File: src/rtl/cdb_broadcaster.sv
// Common-data-bus writer: round-robin pick of one completed result per cycle,
// registered broadcast plus one-cycle data/label pulses to every register waiting on the tag.
module cdb_broadcaster #(
    parameter int             N_REQ  = 2,
    parameter int             N_REG  = 3,
    parameter int             W      = 9,
    parameter logic [W-1:0]   NO_TAG = 9'h1FF
) (
    input  logic                 clk,
    input  logic                 rst_n,
    input  logic [N_REQ-1:0]     req_valid,
    input  logic [N_REQ*W-1:0]   req_tag,
    input  logic [N_REQ*W-1:0]   req_data,
    output logic [N_REQ-1:0]     req_ready,
    input  logic [N_REG*W-1:0]   reg_label,
    input  logic [N_REG-1:0]     issue_we,
    output logic                 cdb_valid,
    output logic [W-1:0]         cdb_tag,
    output logic [W-1:0]         cdb_data,
    output logic [N_REG-1:0]     reg_data_we,
    output logic [N_REG-1:0]     reg_label_clr,
    output logic                 bad_tag
);

    localparam int PW = (N_REQ > 1) ? $clog2(N_REQ) : 1;

    logic [PW-1:0]    rrPtr_r;
    logic [PW-1:0]    winIdx_s;
    logic [PW-1:0]    cand_s;
    logic [PW-1:0]    nextPtr_s;
    logic             anyValid_s;
    logic             hit_s;
    logic             stall_s;
    logic             grant_s;
    logic             noTag_s;
    logic [W-1:0]     winTag_s;
    logic [W-1:0]     winData_s;
    logic [N_REG-1:0] match_s;

    // Round-robin winner search, first valid unit at or after rrPtr_r
    always_comb begin
        anyValid_s = 1'b0;
        winIdx_s   = '0;
        cand_s     = '0;
        hit_s      = 1'b0;
        for (int k = 0; k < N_REQ; k++) begin
            cand_s     = PW'((int'(rrPtr_r) + k) % N_REQ);
            hit_s      = req_valid[cand_s] & ~anyValid_s;
            winIdx_s   = hit_s ? cand_s : winIdx_s;
            anyValid_s = anyValid_s | hit_s;
        end
    end

    // Tag compare against every register label, stall and grant decision
    always_comb begin
        winTag_s  = req_tag[int'(winIdx_s) * W +: W];
        winData_s = req_data[int'(winIdx_s) * W +: W];
        match_s   = '0;
        for (int j = 0; j < N_REG; j++) begin
            match_s[j] = (reg_label[j * W +: W] == winTag_s);
        end
        // A register pulsed this cycle must see a low cycle before its next pulse.
        stall_s   = |(match_s & reg_data_we);
        grant_s   = rst_n & anyValid_s & ~stall_s;
        noTag_s   = (winTag_s == NO_TAG);
        nextPtr_s = (winIdx_s == PW'(N_REQ - 1)) ? '0 : winIdx_s + PW'(1);
    end

    // One-hot grant back to the winning unit
    always_comb begin
        req_ready           = '0;
        req_ready[winIdx_s] = grant_s;
    end

    // Broadcast, pulse and pointer registers
    always_ff @(posedge clk) begin
        if (!rst_n) begin
            cdb_valid     <= 1'b0;
            cdb_tag       <= NO_TAG;
            cdb_data      <= '0;
            reg_data_we   <= '0;
            reg_label_clr <= '0;
            bad_tag       <= 1'b0;
            rrPtr_r       <= '0;
        end else begin
            if (grant_s && !noTag_s) begin
                cdb_valid     <= 1'b1;
                cdb_tag       <= winTag_s;
                cdb_data      <= winData_s;
                // A same-cycle rename means the register now waits on a newer producer.
                reg_data_we   <= match_s & ~issue_we;
                reg_label_clr <= match_s & ~issue_we;
            end else begin
                cdb_valid     <= 1'b0;
                reg_data_we   <= '0;
                reg_label_clr <= '0;
            end
            if (grant_s) begin
                rrPtr_r <= nextPtr_s;
            end else begin
                rrPtr_r <= rrPtr_r;
            end
            if (grant_s && noTag_s) begin
                bad_tag <= 1'b1;
            end else begin
                bad_tag <= bad_tag;
            end
        end
    end

endmodule

File: config.mk
export PLATFORM = sky130hd
export DESIGN_NAME = cdb_broadcaster
export DESIGN_NICKNAME = d
export VERILOG_FILES = /design/src/rtl/cdb_broadcaster.sv
export SDC_FILE = /design/constraint.sdc
export NUM_CORES = 1
export LEC_CHECK = 0
export BUFFER_PORTS_ARGS = -buffer_cell sky130_fd_sc_hd__buf_2
export CAP_MARGIN = 20
export CELL_PAD_IN_SITES_DETAIL_PLACEMENT = 1
export CELL_PAD_IN_SITES_GLOBAL_PLACEMENT = 1
export CORE_MARGIN = 10
export CORE_UTILIZATION = 29
export DETAILED_ROUTE_END_ITERATION = 10
export GPL_TIMING_DRIVEN = 0
export PLACE_DENSITY = 0.82
export SYNTH_ARGS = -nofsm -noshare
export SYNTH_HDL_FRONTEND = slang
export SYNTH_SLANG_ARGS = --single-unit
File: constraint.sdc
create_clock -name clk -period 2.2 [get_ports clk]
set_input_delay 0.33 -clock clk [delete_from_list [all_inputs] [get_ports clk]]
set_output_delay 0.33 -clock clk [all_outputs]
set_load 0.01 [all_outputs]
Word-level counts from Yosys, hierarchy flattened --
Index checks and enable logic that the tools add are counted.
Storage, ports and cells: flip-flop bits (word level) 24, input bits 70, output and inout bits 28
Cells by class: multiply operators 1, shifts and indexed selects 2, magnitude comparators 4, muxes and demuxes 10, reduce and logical (&&, ||, !) cells 6, add/sub/neg operators 2, equal/unequal tests 4, bitwise operators 10
Operator list (number):
- indexed part select 18 x 32 -> 9 bit | 1
- equality test 9 bit | 3
- indexed part select 18 x 6 -> 9 bit | 1
- equality test 9 bit (second input constant) | 1
- 2-to-1 mux 1 bit | 9
- AND 3 bit | 2
- < comparator 1 x 2 -> 1 bit (second input constant) | 3
- multiplier 1 x 4 -> 5 bit (second input constant) | 1
- AND 1 bit | 3
- logical AND 1 bit | 3
- NOT 3 bit | 1
- OR reduction 3 bit | 1
- adder 1 bit (second input constant) | 2
- AND 2 bit | 1
- NOT 1 bit | 2
- AND reduction 2 bit | 1
- demux 1 bit (select 1 bit) | 1
- >= comparator 1 bit (second input constant) | 1
- logical NOT 1 bit | 1
- bitwise OR 1 bit | 1

Depth between registers and ports, before layout --
depth after elaboration 14, mapped depth 10, gate-level depth less buffers 7

Worst setup path before layout --
Ideal clock, no wire load.
path type input port to flip-flop, from in req_valid[1], to reg cdb_tag[4], setup slack -0.119 ns, library setup time 0.121 ns, data arrival time 2.197 ns, stages on the path 9, path through buf_2 inv_2 nor2_2 mux2_4 a221oi_1 a41oi_2 nand4_4 buf_12 mux2_4
Between the ends: word-level cells in the longest chain between the ends 13
Ends and longest elaborated chain:
- start: declaration | RTL line 11 | input logic [N_REQ-1:0] req_valid,
- 2-to-1 mux 1 bit (not written as such) (2 in a row) | RTL line 48 | hit_s = req_valid[cand_s] & ~anyValid_s;
- NOT 1 bit | RTL line 48
- AND 1 bit | RTL line 48
- 2-to-1 mux 1 bit | RTL line 49 | winIdx_s = hit_s ? cand_s : winIdx_s;
- multiplier 1 x 4 -> 5 bit | RTL line 56 | winTag_s = req_tag[int'(winIdx_s) * W +: W];
- indexed part select 18 x 32 -> 9 bit | RTL line 56
- equality test 9 bit | RTL line 60 | match_s[j] = (reg_label[j * W +: W] == winTag_s);
- AND 3 bit | RTL line 63 | stall_s = |(match_s & reg_data_we);
- OR reduction 3 bit | RTL line 63
- NOT 1 bit | RTL line 64 | grant_s = rst_n & anyValid_s & ~stall_s;
- AND 1 bit | RTL line 64
- logical AND 1 bit | RTL line 86 | if (grant_s && !noTag_s) begin
- end signal: assignment | RTL line 88 | cdb_tag <= winTag_s;
- end: declaration | RTL line 18 | output logic [W-1:0] cdb_tag,
Several ways; a longest one is shown, not always the timed one. The select of a mux whose other input is x is not followed. A chain may end at the register's enable or synchronous reset.

Worst setup path after layout --
from reg rrPtr_r, to out req_ready[1]
Between the ends: word-level cells in the longest chain between the ends 13
Ends and longest elaborated chain:
- start: declaration | RTL line 27 | logic [PW-1:0] rrPtr_r;
- start signal: assignment | RTL line 99 | rrPtr_r <= nextPtr_s;
- start signal: assignment | RTL line 101 | rrPtr_r <= rrPtr_r;
- adder 1 bit or 2-to-1 mux 1 bit (tied branches) | RTL line 47, 48
- 2-to-1 mux 1 bit (not written as such) | RTL line 48
- 2-to-1 mux 1 bit (not written as such) or NOT 1 bit (tied branches) | RTL line 48
- AND 1 bit | RTL line 48
- 2-to-1 mux 1 bit | RTL line 49
- multiplier 1 x 4 -> 5 bit | RTL line 56
- indexed part select 18 x 32 -> 9 bit | RTL line 56
- equality test 9 bit | RTL line 60
- AND 3 bit | RTL line 63
- OR reduction 3 bit | RTL line 63
- NOT 1 bit | RTL line 64
- AND 1 bit | RTL line 64
- AND 2 bit (no line) (*)
- end: declaration | RTL line 14 | output logic [N_REQ-1:0] req_ready,
Every way passes the cells marked *; elsewhere a longest branch is shown, timed or not. The select of a mux whose other input is x is not followed.

==> results.cfg <==
[outcome]
run_status = finished with violations
violations = negative setup slack

[critical_path]
startpoint = rrPtr_r
crit_slowest_cell = dfxtp_2
arrival_ps = 2230
slowest_delay_ps = 370
setup.worst_path.end_class = output port
r2r-start = rrPtr_r
crit_type = flip-flop to output port
cp_max_fo = 7
cp_common_cell = buf_4
required_ps = 1870
crit_chain = nand2b_4 > buf_4 > nand3_2 > and3_4 > nor4_4 > nand4_1 > buf_4 > nand3_4 > nor2_1 > buf_2
cp-start-kind = flip-flop

[floorplanning]
die_w_um = 101
io_pins = 98
rows = 29
initial_core_util_pct = 29.9
fp.dieH_um = 101
coreArea_um2 = 6350
die_area_um2 = 10200

[global_routing]
antenna_found_initial = 2
grt_pass1_vias = 2440
grt_overflow_total = 0
grt_util_all_layers_pct = 15.5
grt_max_degree = 15
grt_pass1_wl_um = 12700

[timing]
fin_crit_ps = 2560
slew_headroom_pct = 58.2
finalSetupViolations = 24
setup_ws_ps = -360
worst_slew_pin_slew_ps = 626
finalMaxSlewViolations = 0
whs_ps = 207
hold_violations = 0
rsz0062_at_grt = true
skew_ps = 7.56
fin_crit_sh_pct = 116
fmax_mhz = 391

[yosys]
syn_nets = 297
synth-seq-cells = 24
ys_seq_area_share_pct = 25.3
synth.avg_cell_area_um2 = 8.37
netlist_instances = 227
synth_ff_type = dfxtp_1
ys_types = 48
synthesis.area_um2 = 1900
synth.area.top_cells = dfxtp_1 (25%), mux2i_1 (13%), xor2_1 (6.5%)
synth-edff-count = 0
synth_top_area_share_pct = 25.3
synth_largest_area_cell = dfxtp_1
synthArstFlopShare_pct = 0
yosys_warnings = 0

[pwr]
leakagePower_nw = 1.38
cellPowerDensity_nw_per_um2 = 503
finalPower_w = 0.00142
ir_worst_vdd_v = 0.000371

[detailed_routing]
first_pass_iters = 4
totalWireLength_um = 8280
detail-route-antenna-nets = 0
post_drt_wl_per_cell_um = 19.8
route.detailed.drc = 0
route.vias.total = 2192
drt-initial-drc-count = 58
avgViaCountPerCell = 5.23

[worst_hold_path]
hp-class = input port to flip-flop
min_from = issue_we[0]

[placement]
place_inst = 399
gp_congestion = 0.808
port_buffers = 95
hpwl_um = 6340
dpl_cell_area_um2 = 2490

[finish]
drive_gt1_share_pct = 45.2
final_cell_area_um2 = 2830
syn_to_final_growth_pct = 48.8
nets = 412
n_fill_cell = 788
stdcell_count = 419
postLayoutCoreUtil_pct = 44.5

[cts]
cts_tree = yes
cts_buffers = 3
clkTransAtPathRegs_ps = 90
clock-sinks = 24
htreeDepth = 1
cts_buffer_depth = 2
clk_latency_ps = 270
ctsRootBufferMaster = clkbuf_8

[flow_run]
drv_cap = 0
what timing repair did:
item                                    4_1_cts  5_1_grt
gates resized for setup                      13       16
endpoints found under the setup margin       26       26
cloned                                        1        0
hold buffers                                  0        0
endpoints found under the hold margin         0        0
pin swaps                                     9       11
buffers inserted                             11        4
placed cells by master, fill, tap and decap left out, types with 3 or more instances in the layout:
| master | synthesis | routed |
|---|---|---|
| a21oi_1 | 8 | 8 |
| and2_1 | 6 | 6 |
| and3_4 | 1 | 3 |
| buf_2 | 2 | 96 |
| buf_4 | 5 | 19 |
| clkbuf_1 | 3 | 3 |
| clkbuf_8 | 0 | 3 |
| dfxtp_1 | 24 | 23 |
| inv_1 | 9 | 9 |
| mux2_4 | 3 | 3 |
| mux2i_1 | 24 | 24 |
| nand2_1 | 22 | 22 |
| nand2b_1 | 5 | 4 |
| nand3_1 | 11 | 8 |
| nand4_1 | 7 | 7 |
| nor2_1 | 16 | 16 |
| o2111ai_1 | 3 | 3 |
| o211ai_1 | 3 | 3 |
| o21ai_0 | 8 | 5 |
| xnor2_1 | 9 | 9 |
| xor2_1 | 14 | 14 |
worst max-delay path: cells and delay by family (launching register included):
family,cells,cell delay (ps)
simple gates,7,1100
buf+inv,3,480
flops,1,370
logic make-up after synthesis:
| group | after synthesis | share of synthesized area, % |
|---|---|---|
| AOI/OAI and AO/OA | 42 | 16.7 |
| xor gates and xnor gates | 23 | 10.6 |
| buffers and inverters | 23 | 7.31 |
| DFF | 24 | 25.3 |
| muxes | 29 | 16.2 |
| and+or+nand+nor | 86 | 24.0 |
flip-flops by register name, indices dropped and copies added (netlist names):
signal         cells
cdb_data           9
reg_label_clr      3
bad_tag            1
cdb_valid          1
cdb_tag            9
rrPtr_r            1
final timing paths:
path	to	slack, ps	cells past startpoint
hold reg to reg	cdb_data[4]	470	2
hold / removal	reg_label_clr[0]	210	2
setup / recovery	req_ready[1]	-360	10
setup reg to reg	cdb_tag[5]	-290	9
through the flow:
stage	setup TNS [ps]	worst slack, ps
5_1_grt	-7170	-462
3_3_place_gp	-10360	-577
6_report	-4840	-360
3_5_place_dp	-12400	-650
4_1_cts	-4390	-367
2_1_floorplan	-32.5	-16.3
final cells by class:
cell class                      instances  area [µm²]  share of cell area (%)
Timing Repair Buffer                  111         624                    22.1
Multi-Input combinational cell        180        1410                    50.0
Antenna cell                            1        2.50                  0.0885
Buffer                                 12         100                    3.54
Clock buffer                            3        41.3                    1.46
Tap cell                               77        96.3                    3.41
Inverter                               10        37.5                    1.33
Clock inverter                          1        30.0                    1.06
Sequential cell                        24         482                    17.0
power by group:
part           total [W]  switching (W)  internal, W
Combinational   0.000532       0.000282     0.000250
Sequential      0.000498      0.0000217     0.000476
Clock           0.000392       0.000149     0.000244
Total            0.00142       0.000453     0.000970
per-layer routing:
layer | track usage, % | up-vias | wire (µm)
met5 | 0 | - | 13
met4 | 3.86 | 2 | 141
met3 | 5.35 | 14 | 572
met2 | 27.4 | 59 | 4340
met1 | 17.2 | 1069 | 3210
li1 | - | 1048 | -
cells in the mapped netlist (2+ instances only):
cell type  number
clkbuf_1        3
o311ai_0        2
mux2_2          2
and2_1          6
buf_2           2
or3_1           2
nor2b_1         3
o2111ai_1       3
nand4_1         7
inv_1           9
mux2i_1        24
a221oi_1        3
and3_1          4
dfxtp_1        24
nand2b_1        5
o31ai_1         2
o211ai_1        3
xor2_1         14
o21ai_0         8
buf_6           2
buf_4           5
nor2_1         16
nand2_1        22
xnor2_1         9
nor4_1          3
mux2_4          3
a21boi_0        2
nor3_1          2
a21oi_1         8
nand3_1        11
Note: power is estimated with default switching activity, not from simulation.
